===== config.mk =====
export PLATFORM = sky130hd
export DESIGN_NAME = gf_inv_seq
export DESIGN_NICKNAME = d
export VERILOG_FILES = /design/src/rtl/gf_pkg.sv /design/src/rtl/gf_mul.sv /design/src/rtl/gf_inv_seq.sv
export SDC_FILE = /design/constraint.sdc
export NUM_CORES = 1
export LEC_CHECK = 0
export BUFFER_PORTS_ARGS = -buffer_cell sky130_fd_sc_hd__buf_2
export CAP_MARGIN = 10
export CORE_UTILIZATION = 30
export CTS_CLUSTER_SIZE = 40
export DETAILED_ROUTE_END_ITERATION = 6
export HOLD_SLACK_MARGIN = 0.05
export SYNTH_ARGS = -nofsm -noshare
export SYNTH_HDL_FRONTEND = slang
export SYNTH_SLANG_ARGS = --single-unit

===== constraint.sdc =====
create_clock -name clk_sys_i -period 3.4 [get_ports clk_sys_i]
set_input_delay 0.51 -clock clk_sys_i [delete_from_list [all_inputs] [get_ports clk_sys_i]]
set_output_delay 0.51 -clock clk_sys_i [all_outputs]
set_load 0.02 [all_outputs]

===== src/rtl/gf_pkg.sv =====
// gf_pkg: shared types and constants for the GF(2^M) inverter family.
//   gf_state_e   : sequencer states (IDLE, CALC, DONE)
//   GF_M         : default field width (AES field)
//   GF_POLY_AES  : x^8+x^4+x^3+x+1
//   GF_POLY_M4   : x^4+x+1, for subfield studies
package gf_pkg;

  localparam int         GF_M        = 8;
  localparam logic [8:0] GF_POLY_AES = 9'h11B;
  localparam logic [4:0] GF_POLY_M4  = 5'h13;

  typedef enum logic [1:0] {
    IDLE = 2'd0,
    CALC = 2'd1,
    DONE = 2'd2
  } gf_state_e;

endpackage


===== src/rtl/gf_mul.sv =====
// gf_mul: combinational GF(2^M) multiplier, polynomial basis, reduced modulo POLY.
// Ports:
//   a_i [M-1:0]  multiplicand
//   b_i [M-1:0]  multiplier
//   p_o [M-1:0]  a*b mod POLY
// Parameters:
//   M     field width (2..16)
//   POLY  irreducible polynomial, M+1 bits, bit M set
module gf_mul #(
  parameter int         M    = 8,
  parameter logic [M:0] POLY = (M+1)'(9'h11B)
) (
  input  logic [M-1:0] a_i,
  input  logic [M-1:0] b_i,
  output logic [M-1:0] p_o
);

  logic [M-1:0] prod;
  logic [M-1:0] shf;

  // Shift-and-add: shf walks a*x^i (already reduced), added in where b has a 1.
  // Reduction only needs the low M bits of POLY since x^M is implied by the carry-out.
  always_comb begin
    prod = '0;
    shf  = a_i;
    for (int i = 0; i < M; i++) begin
      if (b_i[i]) prod = prod ^ shf;
      shf = shf[M-1] ? ((shf << 1) ^ POLY[M-1:0]) : (shf << 1);
    end
  end

  assign p_o = prod;

endmodule


===== src/rtl/gf_inv_seq.sv =====
// gf_inv_seq: multi-cycle GF(2^M) inverter, out = a^(2^M-2) (0 for a=0).
// One square-and-multiply step per cycle, M-1 steps per operand.
//
// state | meaning
// ------+------------------------------------------------------------
// IDLE  | waiting for an operand, in_ready_o high
// CALC  | sq <- sq^2, acc <- acc*sq^2, M-1 steps
// DONE  | result held on out_data_o until out_valid_o && out_ready_i
//
// Ports:
//   clk_sys_i           clock
//   rst_b_i             synchronous active-low reset
//   in_valid_i/in_ready_o/in_data_i [M-1:0]     operand handshake
//   out_valid_o/out_ready_i/out_data_o [M-1:0]  result handshake
//   out_zero_o          only with GF_INV_ZERO_FLAG_EN: accepted operand was 0
//
// Build option: define GF_INV_ZERO_FLAG_EN to add out_zero_o.
module gf_inv_seq
  import gf_pkg::*;
#(
  parameter int         M    = GF_M,
  parameter logic [M:0] POLY = (M+1)'(GF_POLY_AES)
) (
  input  logic         clk_sys_i,
  input  logic         rst_b_i,
  input  logic         in_valid_i,
  output logic         in_ready_o,
  input  logic [M-1:0] in_data_i,
  output logic         out_valid_o,
  input  logic         out_ready_i,
  output logic [M-1:0] out_data_o
`ifdef GF_INV_ZERO_FLAG_EN
  ,
  output logic         out_zero_o
`endif
);

  localparam int CW = (M > 2) ? $clog2(M) : 1;

  gf_state_e     state_q, state_d;
  logic [M-1:0]  acc_q, acc_d;
  logic [M-1:0]  sq_q, sq_d;
  logic [M-1:0]  out_q, out_d;
  logic [CW-1:0] cnt_q, cnt_d;
  logic          ovld_q, ovld_d;
  logic [M-1:0]  s2;
  logic [M-1:0]  acc_mul;
`ifdef GF_INV_ZERO_FLAG_EN
  logic          zero_q, zero_d;
`endif

  gf_mul #(.M(M), .POLY(POLY)) u_sq_mul (
    .a_i (sq_q),
    .b_i (sq_q),
    .p_o (s2)
  );

  gf_mul #(.M(M), .POLY(POLY)) u_acc_mul (
    .a_i (acc_q),
    .b_i (s2),
    .p_o (acc_mul)
  );

  always_comb begin
    state_d = state_q;
    acc_d   = acc_q;
    sq_d    = sq_q;
    out_d   = out_q;
    cnt_d   = cnt_q;
    ovld_d  = ovld_q;
`ifdef GF_INV_ZERO_FLAG_EN
    zero_d  = zero_q;
`endif
    case (state_q)
      IDLE: begin
        if (in_valid_i) begin
          sq_d    = in_data_i;
          acc_d   = M'(1);
          cnt_d   = '0;
          state_d = CALC;
        end
      end
      CALC: begin
        sq_d  = s2;
        acc_d = acc_mul;
        cnt_d = CW'(cnt_q + 1'b1);
        if (cnt_q == CW'(M - 2)) begin
          out_d   = acc_mul;
          ovld_d  = 1'b1;
          state_d = DONE;
`ifdef GF_INV_ZERO_FLAG_EN
          // In a field the only element without an inverse is 0, so a zero
          // product identifies a zero operand.
          zero_d  = (acc_mul == '0);
`endif
        end
      end
      DONE: begin
        if (out_ready_i) begin
          ovld_d  = 1'b0;
          state_d = IDLE;
        end
      end
      default: state_d = IDLE;
    endcase
  end

  always_ff @(posedge clk_sys_i) begin
    if (!rst_b_i) begin
      state_q <= IDLE;
      acc_q   <= '0;
      sq_q    <= '0;
      out_q   <= '0;
      cnt_q   <= '0;
      ovld_q  <= 1'b0;
`ifdef GF_INV_ZERO_FLAG_EN
      zero_q  <= 1'b0;
`endif
    end else begin
      state_q <= state_d;
      acc_q   <= acc_d;
      sq_q    <= sq_d;
      out_q   <= out_d;
      cnt_q   <= cnt_d;
      ovld_q  <= ovld_d;
`ifdef GF_INV_ZERO_FLAG_EN
      zero_q  <= zero_d;
`endif
    end
  end

  // Gated by reset so nothing is accepted while reset is asserted.
  assign in_ready_o  = (state_q == IDLE) && rst_b_i;
  assign out_valid_o = ovld_q;
  assign out_data_o  = out_q;
`ifdef GF_INV_ZERO_FLAG_EN
  assign out_zero_o  = zero_q;
`else
  // Zero flag not built; the result alone (0 for a=0) carries that information.
`endif

endmodule


==> Yosys cells after proc, flatten, opt, wreduce, memory -nomap -nowiden <==
Index checks and enable logic that the tools add are counted.
{ "classes": {"n_addsub": 1, "n_eq_ne": 6, "muxes": 43, "bitwise_logic": 28, "reduce_logical": 8} }
{ "op_table": {"columns": ["op", "n"], "rows": [
  ["8-bit 2-to-1 mux", 18],
  ["8-bit bitwise XOR", 14],
  ["5-bit 2-to-1 mux", 14],
  ["4-bit inverter", 14],
  ["8-bit one-hot mux with 2 select lines", 2],
  ["2-bit 2-to-1 mux", 3],
  ["2-bit != test (second input constant)", 3],
  ["2-bit one-hot mux with 3 select lines", 1],
  ["3-bit one-hot mux with 2 select lines", 1],
  ["3-bit AND reduction", 2],
  ["2-bit AND reduction", 2],
  ["2-bit nonzero test", 2],
  ["3-bit by 1-bit adder with 3-bit output (second input constant)", 1],
  ["3-bit == test (second input constant)", 1],
  ["3-bit 2-to-1 mux", 1],
  ["2-bit by 1-bit == test with 1-bit output (second input constant)", 1],
  ["2-bit == test (second input constant)", 1],
  ["2-bit logical NOT", 1],
  ["1-bit 2-to-1 mux", 2],
  ["1-bit one-hot mux with 2 select lines", 1],
  ["1-bit logical AND", 1]
]} }
{ "word_totals": {"regBits": 30, "elab_cells": 92} }

==> Logic depth before layout (Yosys ltp) <==
Gate-level depths: netlist of the first run.
{ "depth": {"depth_word": 32, "ltp_mapped": 12, "depth_no_buf": 10} }

==> Cells and area by module <==
From an unflattened synthesis of the first run, not the netlist that was laid out.
{ "hier_totals": {"cells_unflattened": 478, "area_unflattened_um2": 3942.5} }
{ "modules_own_cells": {"columns": ["mod", "instances", "cells_per_inst", "area_each_um2", "seq_area_each_um2"], "rows": [
  ["gf_mul at u_acc_mul", 1, 171, 1331.3, 0.0],
  ["gf_mul at u_sq_mul", 1, 169, 1331.3, 0.0],
  ["gf_inv_seq", 1, 138, 1280.0, 600.6]
]} }

==> Worst setup path before layout of the first run <==
Ideal clock, no wire load.
{ "synth_timing": {"path_kind": "flip-flop to flip-flop", "start": "reg sq_q[0]", "end": "reg out_q[1], in the netlist out_data_o[1]", "setup_ns": 0.117, "t_arrival_ns": 2.624, "slack_ns": 0.659, "path_stages_with_launch": 12, "synth_period_minus_slack_ns": 2.741, "cell_sequence": "dfxtp_1 > ha_1 > buf_4 > xnor2_1 > a21oi_1 > xnor2_1 > or3_1 > and3_4 > or4_4 > and3b_1 > mux2i_1 > nand2_1"} }
{ "synth_between": {"elab_chain_len": 30} }
{ "synth_rtl": {"columns": ["item", "line", "source"], "rows": [
  ["from (decl)", "gf_inv_seq.sv:42", "logic [M-1:0] sq_q, sq_d;"],
  ["from (signal assigned)", "gf_inv_seq.sv:122", "sq_q <= sq_d;"],
  ["8-bit 2-to-1 mux", "gf_mul.sv:27", "if (b_i[i]) prod = prod ^ shf;"],
  ["8-bit bitwise XOR", "gf_mul.sv:27", null],
  ["8-bit 2-to-1 mux", "gf_mul.sv:27", null],
  ["8-bit bitwise XOR", "gf_mul.sv:27", null],
  ["8-bit 2-to-1 mux", "gf_mul.sv:27", null],
  ["8-bit bitwise XOR", "gf_mul.sv:27", null],
  ["8-bit 2-to-1 mux", "gf_mul.sv:27", null],
  ["8-bit bitwise XOR", "gf_mul.sv:27", null],
  ["[... 14 more ...]", null, null],
  ["8-bit bitwise XOR", "gf_mul.sv:27", null],
  ["8-bit 2-to-1 mux", "gf_mul.sv:27", null],
  ["8-bit bitwise XOR", "gf_mul.sv:27", null],
  ["8-bit 2-to-1 mux", "gf_mul.sv:27", null],
  ["8-bit bitwise XOR", "gf_mul.sv:27", null],
  ["8-bit 2-to-1 mux", "gf_mul.sv:27", null],
  ["8-bit bitwise XOR", "gf_mul.sv:27", null],
  ["8-bit 2-to-1 mux (*)", "gf_mul.sv:27", null],
  ["to (signal assigned)", "gf_inv_seq.sv:123", "out_q <= out_d;"],
  ["to (decl)", "gf_inv_seq.sv:43", "logic [M-1:0] out_q, out_d;"]
]} }
Mark *: on every way between the ends. The rest lies on a longest branch, timed or not.
A chain may end at the register's enable or synchronous reset.

==> Worst setup path after layout of the first run <==
{ "layout_timing": {"start": "reg sq_q[4]", "end": "reg acc_q[3]"} }
{ "layout_between": {"elab_chain_len": 25} }
{ "layout_rtl": {"columns": ["item", "line", "source"], "rows": [
  ["5-bit 2-to-1 mux", "gf_mul.sv:28", "shf = shf[M-1] ? ((shf << 1) ^ POLY[M-1:0]) : (shf << 1);"],
  ["8-bit bitwise XOR", "gf_mul.sv:27", null],
  ["8-bit 2-to-1 mux", "gf_mul.sv:27", null],
  ["8-bit bitwise XOR", "gf_mul.sv:27", null],
  ["8-bit 2-to-1 mux", "gf_mul.sv:27", null],
  ["8-bit bitwise XOR", "gf_mul.sv:27", null],
  ["8-bit 2-to-1 mux", "gf_mul.sv:27", null],
  ["8-bit bitwise XOR", "gf_mul.sv:27", null],
  ["[... 9 more ...]", null, null],
  ["8-bit 2-to-1 mux", "gf_mul.sv:27", null],
  ["8-bit bitwise XOR", "gf_mul.sv:27", null],
  ["8-bit 2-to-1 mux", "gf_mul.sv:27", null],
  ["8-bit bitwise XOR", "gf_mul.sv:27", null],
  ["8-bit 2-to-1 mux", "gf_mul.sv:27", null],
  ["8-bit bitwise XOR", "gf_mul.sv:27", null],
  ["8-bit 2-to-1 mux (*)", "gf_mul.sv:27", null],
  ["8-bit one-hot mux with 2 select lines (*)", "gf_inv_seq.sv:74", "case (state_q)"],
  ["to (signal assigned)", "gf_inv_seq.sv:111", "acc_q <= '0;"],
  ["to (signal assigned)", "gf_inv_seq.sv:121", "acc_q <= acc_d;"],
  ["to (decl)", "gf_inv_seq.sv:41", "logic [M-1:0] acc_q, acc_d;"]
]} }
Marked as above.

==> flow_metrics.py, run 1 <==
metrics = {
    "layout": {
        "multi_input_area_mm2": 0.00247,
        "nFillCells": 1129,
        "fin_nets": 456,
        "drive_above_1_share_pct": 14.9,
        "register_area_um2": 601,
        "design_area_mm2": 0.00362,
        "syn_to_final_growth_pct": 10.9,
        "antennaDiodeCount": 0,
    },
    "route": {
        "vias": 3073,
        "drt_iter0_markers": 235,
        "wirelength_um": 9060,
        "via_per_inst": 5.32,
        "drc": 0,
        "wl_per_cell_um": 15.7,
        "drt.antenna.violating_nets": 0,
        "drtPass1Iterations": 5,
    },
    "grt": {
        "grt_pass1_wl_um": 15100,
        "grtUsageTotal_pct": 16.7,
        "antenna_found_initial": 0,
        "overflow": 0,
        "grt_max_degree": 28,
        "grt_pass1_vias": 2961,
    },
    "worst_setup_path": {
        "r2r-start": "sq_q[4]",
        "end_kind": "flop",
        "critPathRequiredTime_ps": 3550,
        "crit_path_frequent_cell": "xnor2_1",
        "r2r_cells": 9,
        "slowest_delay_ps": 670,
        "crit_path_start_kind": "flop",
        "r2r_end": "acc_q[3]",
        "rrSetupSlack_ps": 180,
        "slowest_stage": "dfxtp_1",
        "crit_buf_inv": 0,
        "path_cells": "nor2b_1 > a311o_1 > a221oi_2 > xnor2_1 > xor2_1 > nand2_1 > xnor2_1 > xnor2_1 > o21ai_0",
        "crit_arrival_ps": 3370,
        "crit_family": "XOR/XNOR gates",
        "path_class": "flop to flop",
        "cp_max_fo": 12,
    },
    "run_status": {
        "status": "finished clean",
    },
    "clock_tree": {
        "tritoncts": "done",
        "clock_path_buffers": 2,
        "cts_buffers": 5,
        "postCtsSetupBuffers": 0,
        "insertion_delay_ps": 290,
        "cts.htree.levels": 2,
        "root_buffer": "clkbuf_8",
        "cts_hold_buf": 0,
        "cts_resized": 0,
        "cts_sinks": 30,
        "cts.clk_slew.worst_paths_ps": 70,
    },
    "power": {
        "vdd_drop_max_uv": 348,
        "p_per_area_mw_per_mm2": 837,
        "sequentialPowerShare_pct": 16.6,
        "cellLeakagePower_nw": 1.46,
        "clkPwrFrac_pct": 10.1,
        "netSwitchingPower_mw": 1.49,
        "combPwrFrac_pct": 73.3,
        "switching_share_pct": 49.2,
        "p_int_mw": 1.54,
    },
    "timing": {
        "clock.fmax_mhz": 310,
        "skew_ps": 11.8,
        "finalHoldViolations": 0,
        "tns_ps": 0,
        "setup_viol": 0,
        "min_period_over_period_pct": 94.7,
        "worst_pin_slew_ps": 696,
        "drv_slew": 0,
        "rsz0062_at_grt": "false",
        "fin_crit_ps": 3220,
        "layout_setup_ws_ps": 179,
        "maxSlewHeadroom_pct": 53.5,
    },
    "min_path": {
        "worstHoldStart": "out_valid_o",
        "worstHoldPathType": "flop to flop",
        "holdPathEnd": "out_valid_o",
        "hold_depth": 2,
    },
    "synthesis": {
        "ys_ff_latch": 30,
        "synth_nets": 443,
        "yosys_warnings": 0,
        "ys.flop_type": "dfxtp_1",
        "synth_edf_count": 0,
        "synthArstFlopShare_pct": 0,
        "synth_cell_type_count": 64,
        "ys_seq_area_share_pct": 18.4,
        "syn_area_mm2": 0.00327,
        "synth.area.top_cells": "dfxtp_1 (18%), xnor2_1 (13%), xor2_1 (8.0%)",
        "yosysTopAreaCell": "dfxtp_1",
        "avgSynthCellArea_um2": 7.63,
        "synthCells": 428,
        "yosys.area.top_type_share_pct": 18.4,
    },
    "place": {
        "io_buffers": 21,
        "hpwl_um": 6810,
        "place_area_mm2": 0.00353,
        "pre_cts_slack_ps": 244,
        "routabilityCongestion": 0.905,
    },
    "die": {
        "row_count": 37,
        "start_util_pct": 31.2,
        "io_pins": 22,
        "die_y_um": 106,
        "die_w_um": 106,
        "coreArea_mm2": 0.0105,
        "die-area_mm2": 0.0113,
    },
    "run": {
        "drv_cap": 0,
    },
}
-- cell type report --
cell class,count,share of cell area (%)
Clock buffer,6,2.28
Clock inverter,2,0.345
Inverter,8,0.829
Multi-Input combinational cell,355,68.2
Sequential cell,30,16.6
Tap cell,136,4.70
Timing Repair Buffer,41,7.04
-- placed cells by master, fill, tap and decap left out, types with 6 or more instances in the layout --
| cell | instances |
|---|---|
| xor2_1 | 30 |
| xnor3_1 | 7 |
| inv_1 | 8 |
| o22a_1 | 9 |
| nand2_1 | 46 |
| nor3_1 | 8 |
| xnor2_1 | 47 |
| dfxtp_1 | 30 |
| buf_4 | 20 |
| o21ai_0 | 25 |
| a21oi_1 | 32 |
| nor2_1 | 40 |
| buf_2 | 21 |
| nand3_1 | 14 |
| o221ai_1 | 8 |
| clkbuf_8 | 6 |
| nor2b_1 | 8 |
-- through the flow --
| stage | power, mW | hold slack (ps) | util (%) | std cells |
|---|---|---|---|---|
| after global placement | 2.67 | 457 | 33.7 | 570 |
| final | 3.03 | 477 | 34.6 | 578 |
| after floorplan | 2.20 | 506 | - | 428 |
| after global routing | 3.26 | 504 | 34.6 | 578 |
| after detailed placement | 2.69 | 467 | 33.7 | 570 |
| after CTS | 3.02 | 480 | 34.6 | 578 |
-- registers in the layout, indices dropped and copies added (netlist names) --
register and flops:
acc_q 8, out_data_o 8, sq_q 8, cnt_q 3, state_q 2, out_valid_o 1
-- cells in the mapped netlist (2+ instances only) --
library cell,count
a311o_1,2
o21ai_0,25
buf_6,2
o22ai_1,2
xor2_2,2
nor2b_1,8
xnor2_2,2
or3_1,4
nand4b_1,2
and3b_1,2
ha_1,3
or2_2,4
buf_2,8
xor2_1,30
nor2_1,40
dfxtp_1,30
and3_1,4
a22oi_1,3
a21o_1,2
o311ai_0,2
o211ai_1,2
xnor3_1,7
o21a_1,2
a21oi_1,32
buf_4,2
mux2i_1,4
nor3_1,8
nand2b_1,4
o21ai_1,2
nand3_1,14
o221ai_1,8
xor3_1,2
o22a_1,9
xnor2_1,47
nand2_1,46
a211oi_1,3
and2_1,4
clkbuf_1,22
inv_1,8
-- power groups by stage --
stage,logic (mW),clock network [mW],registers (mW)
finish,2.22,0.307,0.504
global placement,2.16,0,0.511
floorplan,1.78,0,0.423
CTS,2.20,0.316,0.502
detailed placement,2.18,0,0.510
global route,2.41,0.337,0.513
-- cell families after synthesis --
family          share of synthesized area, %
compound gates                          21.9
xor+xnor                                28.9
fa+ha+maj                               1.15
buf+inv                                 5.94
flops                                   18.4
mux                                     1.57
simple gates                            22.2
-- per-layer routing --
layer | vias to the layer above | global-route usage (%) | routed length, um
li1 | 1502 | - | -
met1 | 1456 | 21.4 | 4070
met2 | 94 | 28.1 | 4330
met3 | 21 | 2.33 | 422
met4 | 0 | 6.35 | 234
met5 | - | 0 | 0
-- how the worst max path moves through the flow --
stage | cells after the start | from | to
floorplan | 11 | sq_q[0] | out_data_o[1]
global placement | 9 | sq_q[4] | acc_q[3]
detailed placement | 9 | sq_q[4] | acc_q[3]
CTS | 9 | sq_q[4] | acc_q[3]
global route | 9 | sq_q[4] | acc_q[3]
finish | 9 | sq_q[4] | acc_q[3]
-- tightest hold or removal path: stages, from the launching register on --
cell,delay (ps)
dfxtp_1,310
nand2_1,50
a21boi_0,70
No activity file was read; power rests on OpenSTA's default activity.
==> inputs of run 2 (changes only) <==
==> constraint.sdc (replaced) <==
create_clock -name clk_sys_i -period 3.09 [get_ports clk_sys_i]
set_input_delay 0.4635 -clock clk_sys_i [delete_from_list [all_inputs] [get_ports clk_sys_i]]
set_output_delay 0.4635 -clock clk_sys_i [all_outputs]
set_load 0.02 [all_outputs]
==> run 2 against run 1 <==
Compared with the run above:
- flip-flop and latch count did not move
- global-route usage rose by 0.67 points
- first-iteration DRC count rose by 16%
- sequential share of layout area fell by 0.23 points
- sequential power increased by 6.3%
- setup slack gained 59 ps
- design area up 1.6%
- critical endpoint is now acc_q[4]
- largest power group unchanged
- power grew 13%
==> flow_metrics.py, run 2 (synthesized netlist as in run 1, its figures left out) <==
metrics = {
    "place": {
        "io_buffers": 21,
        "pre_cts_slack_ps": 31.7,
        "routabilityCongestion": 0.875,
        "hpwl_um": 7000,
    },
    "route": {
        "wl_met2_um": 4480,
        "vias": 3101,
        "met3_wirelength_um": 572,
        "drt_iter0_markers": 272,
        "drtPass1Iterations": 4,
        "drc": 0,
        "wirelength_um": 9580,
        "wl_met1_um": 4350,
        "drt.antenna.violating_nets": 0,
        "via_per_inst": 5.30,
        "top_layer_used": "met4",
        "wl_per_cell_um": 16.4,
    },
    "timing": {
        "clock.fmax_mhz": 351,
        "holdWs_ps": 481,
        "skew_ps": 12.1,
        "setup_viol": 0,
        "rsz0062_at_grt": "false",
        "min_period_over_period_pct": 92.3,
        "layout_setup_ws_ps": 237,
        "tns_ps": 0,
        "drv_slew": 0,
        "maxSlewHeadroom_pct": 49.4,
        "fin_crit_ps": 2850,
        "finalHoldViolations": 0,
        "worst_pin_slew_ps": 754,
    },
    "clock_tree": {
        "cts_resized": 0,
        "cts_sinks": 30,
        "cts_buffers": 5,
        "clock_path_buffers": 2,
        "root_buffer": "clkbuf_8",
        "tritoncts": "done",
        "postCtsSetupBuffers": 0,
        "cts.htree.levels": 2,
        "cts_hold_buf": 0,
        "insertion_delay_ps": 290,
        "cts.clk_slew.worst_paths_ps": 60,
    },
    "layout": {
        "antennaDiodeCount": 0,
        "multi_input_area_mm2": 0.00248,
        "register_area_um2": 602,
        "drive_above_1_share_pct": 16.9,
        "nFillCells": 1134,
        "layout_commonest_cell": "xnor2_1",
        "final_cell_mix": "xnor2_1 (47), nand2_1 (46), nor2_1 (39)",
        "syn_to_final_growth_pct": 12.7,
        "fin_nets": 463,
    },
    "grt": {
        "antenna_found_initial": 0,
        "grt_max_degree": 28,
        "grt_pass1_vias": 2914,
        "grt_pass1_wl_um": 15300,
        "grtUsageTotal_pct": 17.3,
        "overflow": 0,
    },
    "worst_setup_path": {
        "crit_arrival_ps": 3020,
        "end_kind": "flop",
        "path_cells": "ha_2 > xnor3_1 > nor3_1 > nor2_1 > nor2_1 > xnor2_1 > a21oi_1 > xnor3_1 > xnor2_1 > o21ai_1",
        "crit_buf_inv": 0,
        "cp_max_fo": 7,
        "path_class": "flop to flop",
        "crit_family": "XOR/XNOR gates",
        "crit_path_start_kind": "flop",
        "r2r_cells": 10,
        "rrSetupSlack_ps": 240,
        "slowest_delay_ps": 490,
        "critPathRequiredTime_ps": 3260,
        "slowest_stage": "xnor3_1",
        "cp.depth": 10,
    },
    "run_status": {
        "status": "finished clean",
    },
    "min_path": {
        "hold_depth": 2,
        "worstHoldPathType": "flop to flop",
    },
    "power": {
        "vdd_drop_max_uv": 401,
        "p_per_area_mw_per_mm2": 929,
        "total_power_mw": 3.42,
        "cellLeakagePower_nw": 1.49,
    },
    "die": {
        "die_w_um": 106,
        "io_pins": 22,
        "row_count": 37,
        "start_util_pct": 31.2,
        "die-area_mm2": 0.0113,
        "coreArea_mm2": 0.0105,
        "die_y_um": 106,
    },
    "run": {
        "drv_cap": 0,
    },
}
## run 2: cell count changes in the layout (fill, tap and decap cells not counted), sizes merged
cell,change
buf,+7
## run 2: cell type report
type                            count  area share, %
Clock buffer                        6           2.24
Clock inverter                      2          0.340
Inverter                            8          0.815
Multi-Input combinational cell    355           67.3
Sequential cell                    30           16.3
Tap cell                          136           4.62
Timing Repair Buffer               48           8.36
## run 2: per-layer routing
layer	global-route usage, %	up-vias
li1	-	1519
met2	28.9	104
met4	5.46	0
met5	0	-
met1	23.0	1463
met3	2.21	15
## run 2: final timing paths
check / to / from
setup / recovery: acc_q[4] / sq_q[7]
hold / removal: out_data_o[2] / out_data_o[2]
hold reg to reg: out_data_o[2] / out_data_o[2]
setup reg to reg: acc_q[4] / sq_q[7]
## run 2: per-stage QoR
stage	cell area, um^2	cells	util [%]
global route	3680	585	35.2
global placement	3580	577	34.2
floorplan	3270	428	-
CTS	3680	585	35.1
finish	3680	585	35.2
detailed placement	3580	577	34.2
## run 2: worst register-to-register path, cell delays in order, from the launching register on
cell and delay (ps):
dfxtp_1 320, ha_2 420, xnor3_1 270, nor3_1 310, nor2_1 200, nor2_1 160, xnor2_1 90, a21oi_1 220
xnor3_1 490, xnor2_1 170, o21ai_1 70
## run 2: where the power goes
group          internal, mW  switching (mW)  leakage [nW]
clock network         0.179           0.166        0.0472
logic                  1.11            1.43          1.20
registers             0.434           0.102         0.246
total                  1.73            1.69          1.49
==> inputs of run 3 (changes only) <==
--- a/config.mk
+++ b/config.mk
@@ -7,6 +7,7 @@
 export LEC_CHECK = 0
 export BUFFER_PORTS_ARGS = -buffer_cell sky130_fd_sc_hd__buf_2
 export CAP_MARGIN = 10
+export CORE_ASPECT_RATIO = 0.5
 export CORE_UTILIZATION = 30
 export CTS_CLUSTER_SIZE = 40
 export DETAILED_ROUTE_END_ITERATION = 6
==> run 3 against run 2 <==
Compared with the run above:
- final cell count up 1.4%
- utilization increased by 1.4 points
- clock skew decreased by 6.7 ps
- register-to-register slack worse by 70 ps
- hold slack got worse by 15 ps
- sequential power up 3%
- highest routed layer unchanged
==> flow_metrics.py, run 3 (synthesized netlist as in run 1, its figures left out) <==
metrics = {
    "run_status": {
        "status": "finished clean",
    },
    "grt": {
        "antenna_found_initial": 0,
        "overflow": 0,
        "grt_max_degree": 28,
        "grtUsageTotal_pct": 16.5,
        "grt_pass1_vias": 2791,
        "grt_pass1_wl_um": 14500,
    },
    "timing": {
        "maxSlewHeadroom_pct": 51.4,
        "drv_slew": 0,
        "finalHoldViolations": 0,
        "clock.fmax_mhz": 342,
        "setup_viol": 0,
        "skew_ps": 5.41,
        "holdWs_ps": 466,
        "tns_ps": 0,
        "fin_crit_ps": 2920,
        "worst_pin_slew_ps": 728,
        "min_period_over_period_pct": 94.6,
    },
    "place": {
        "hpwl_um": 6980,
        "place_area_mm2": 0.00362,
        "io_buffers": 21,
        "routabilityCongestion": 0.852,
    },
    "worst_setup_path": {
        "crit_path_start_kind": "flop",
        "critPathRequiredTime_ps": 3240,
        "crit_arrival_ps": 3070,
        "path_class": "flop to flop",
        "cp_max_fo": 17,
        "end_kind": "flop",
    },
    "route": {
        "met3_wirelength_um": 401,
        "vias": 2980,
        "via_per_inst": 5.03,
        "drc": 0,
        "drt_iter0_markers": 172,
        "wl_met1_um": 4450,
        "drt.antenna.violating_nets": 0,
        "wirelength_um": 9040,
        "drtPass1Iterations": 4,
        "wl_per_cell_um": 15.2,
        "top_layer_used": "met4",
        "wl_met2_um": 4030,
    },
    "layout": {
        "syn_to_final_growth_pct": 16.2,
        "design_area_mm2": 0.00379,
        "final_cell_mix": "nand2_1 (46), xnor2_1 (45), nor2_1 (38)",
        "antennaDiodeCount": 0,
        "layout_commonest_cell": "nand2_1",
        "drive_above_1_share_pct": 18.5,
        "fin_nets": 467,
    },
    "clock_tree": {
        "tritoncts": "done",
        "clock_path_buffers": 2,
        "cts_sinks": 30,
        "cts_buffers": 5,
        "cts.htree.levels": 2,
        "root_buffer": "clkbuf_16",
        "insertion_delay_ps": 270,
        "cts.clk_slew.worst_paths_ps": 50,
    },
    "power": {
        "p_int_mw": 1.94,
        "cellLeakagePower_nw": 1.55,
        "combPwrFrac_pct": 71.5,
        "clkPwrFrac_pct": 13.2,
        "netSwitchingPower_mw": 1.67,
        "switching_share_pct": 46.3,
        "vdd_drop_max_uv": 299,
        "total_power_mw": 3.61,
        "p_per_area_mw_per_mm2": 952,
        "sequentialPowerShare_pct": 15.3,
    },
    "die": {
        "coreArea_mm2": 0.0104,
        "die_w_um": 150,
        "row_count": 26,
        "start_util_pct": 31.5,
        "die_y_um": 75.8,
        "die-area_mm2": 0.0113,
        "io_pins": 22,
    },
    "min_path": {
        "worstHoldPathType": "flop to flop",
    },
    "run": {
        "drv_cap": 0,
    },
}
-- run 3: changes by cell type in the layout (fill, tap and decap cells not counted), sizes merged --
cell	previous run	this run
clkbuf	6	7
buf	48	52
clkinvlp	1	0
-- run 3: cell type report --
cell class              instances  area [um^2]
fillers                      1084         6580
inverters                       8         30.0
clock inverters                 1         5.00
well taps                     140          175
multi-input cells             355         2500
flip-flops and latches         30          603
repair buffers                 52          338
clock buffers                   7          143
-- run 3: critical path: stages, from the launching register on --
cell	delay, ps
dfxtp_1	310
buf_4	200
nor2b_1	160
a311o_1	400
a221oi_2	310
xnor2_1	170
xnor2_2	480
nor2_1	110
xnor3_1	410
xnor2_1	180
o21ai_1	70
-- run 3: final timing paths --
kind / to / depth (start not counted) / slack [ps] / start
worst min register to register: out_valid_o / 2 / 470 / out_valid_o
worst max-delay path: acc_q[4] / 10 / 170 / sq_q[7]
worst min-delay path: out_valid_o / 2 / 470 / out_valid_o
worst max register to register: acc_q[4] / 10 / 170 / sq_q[7]
-- run 3: layer usage --
layer	vias to the layer above	global-route usage (%)
li1	1532	-
met1	1370	22.4
met2	67	26.7
met3	11	3.35
met4	0	4.54
met5	-	0
-- run 3: power by group through the flow --
stage | Combinational [mW] | Sequential [mW] | Clock, mW
6_report | 2.58 | 0.554 | 0.475
5_1_grt | 2.83 | 0.562 | 0.507
4_1_cts | 2.54 | 0.550 | 0.487
3_5_place_dp | 2.53 | 0.558 | 0
3_3_place_gp | 2.52 | 0.559 | 0
2_1_floorplan | 1.96 | 0.465 | 0
-- run 3: what timing repair did --
item | 4_1_cts | 5_1_grt
hold buffers | 0 | 0
endpoints found under the setup margin | 0 | 11
setup buffers | 0 | 0
gates resized for setup | 0 | 8
-- run 3: metrics by stage --
| step | worst slack [ps] | std cells | utilization [%] |
|---|---|---|---|
| final | 166 | 593 | 36.6 |
| after global routing | -3.20 | 593 | 36.6 |
| after CTS | 125 | 593 | 36.3 |
| after detailed placement | 124 | 585 | 34.8 |
| after global placement | 165 | 585 | 34.8 |
| after floorplan | 349 | 428 | - |
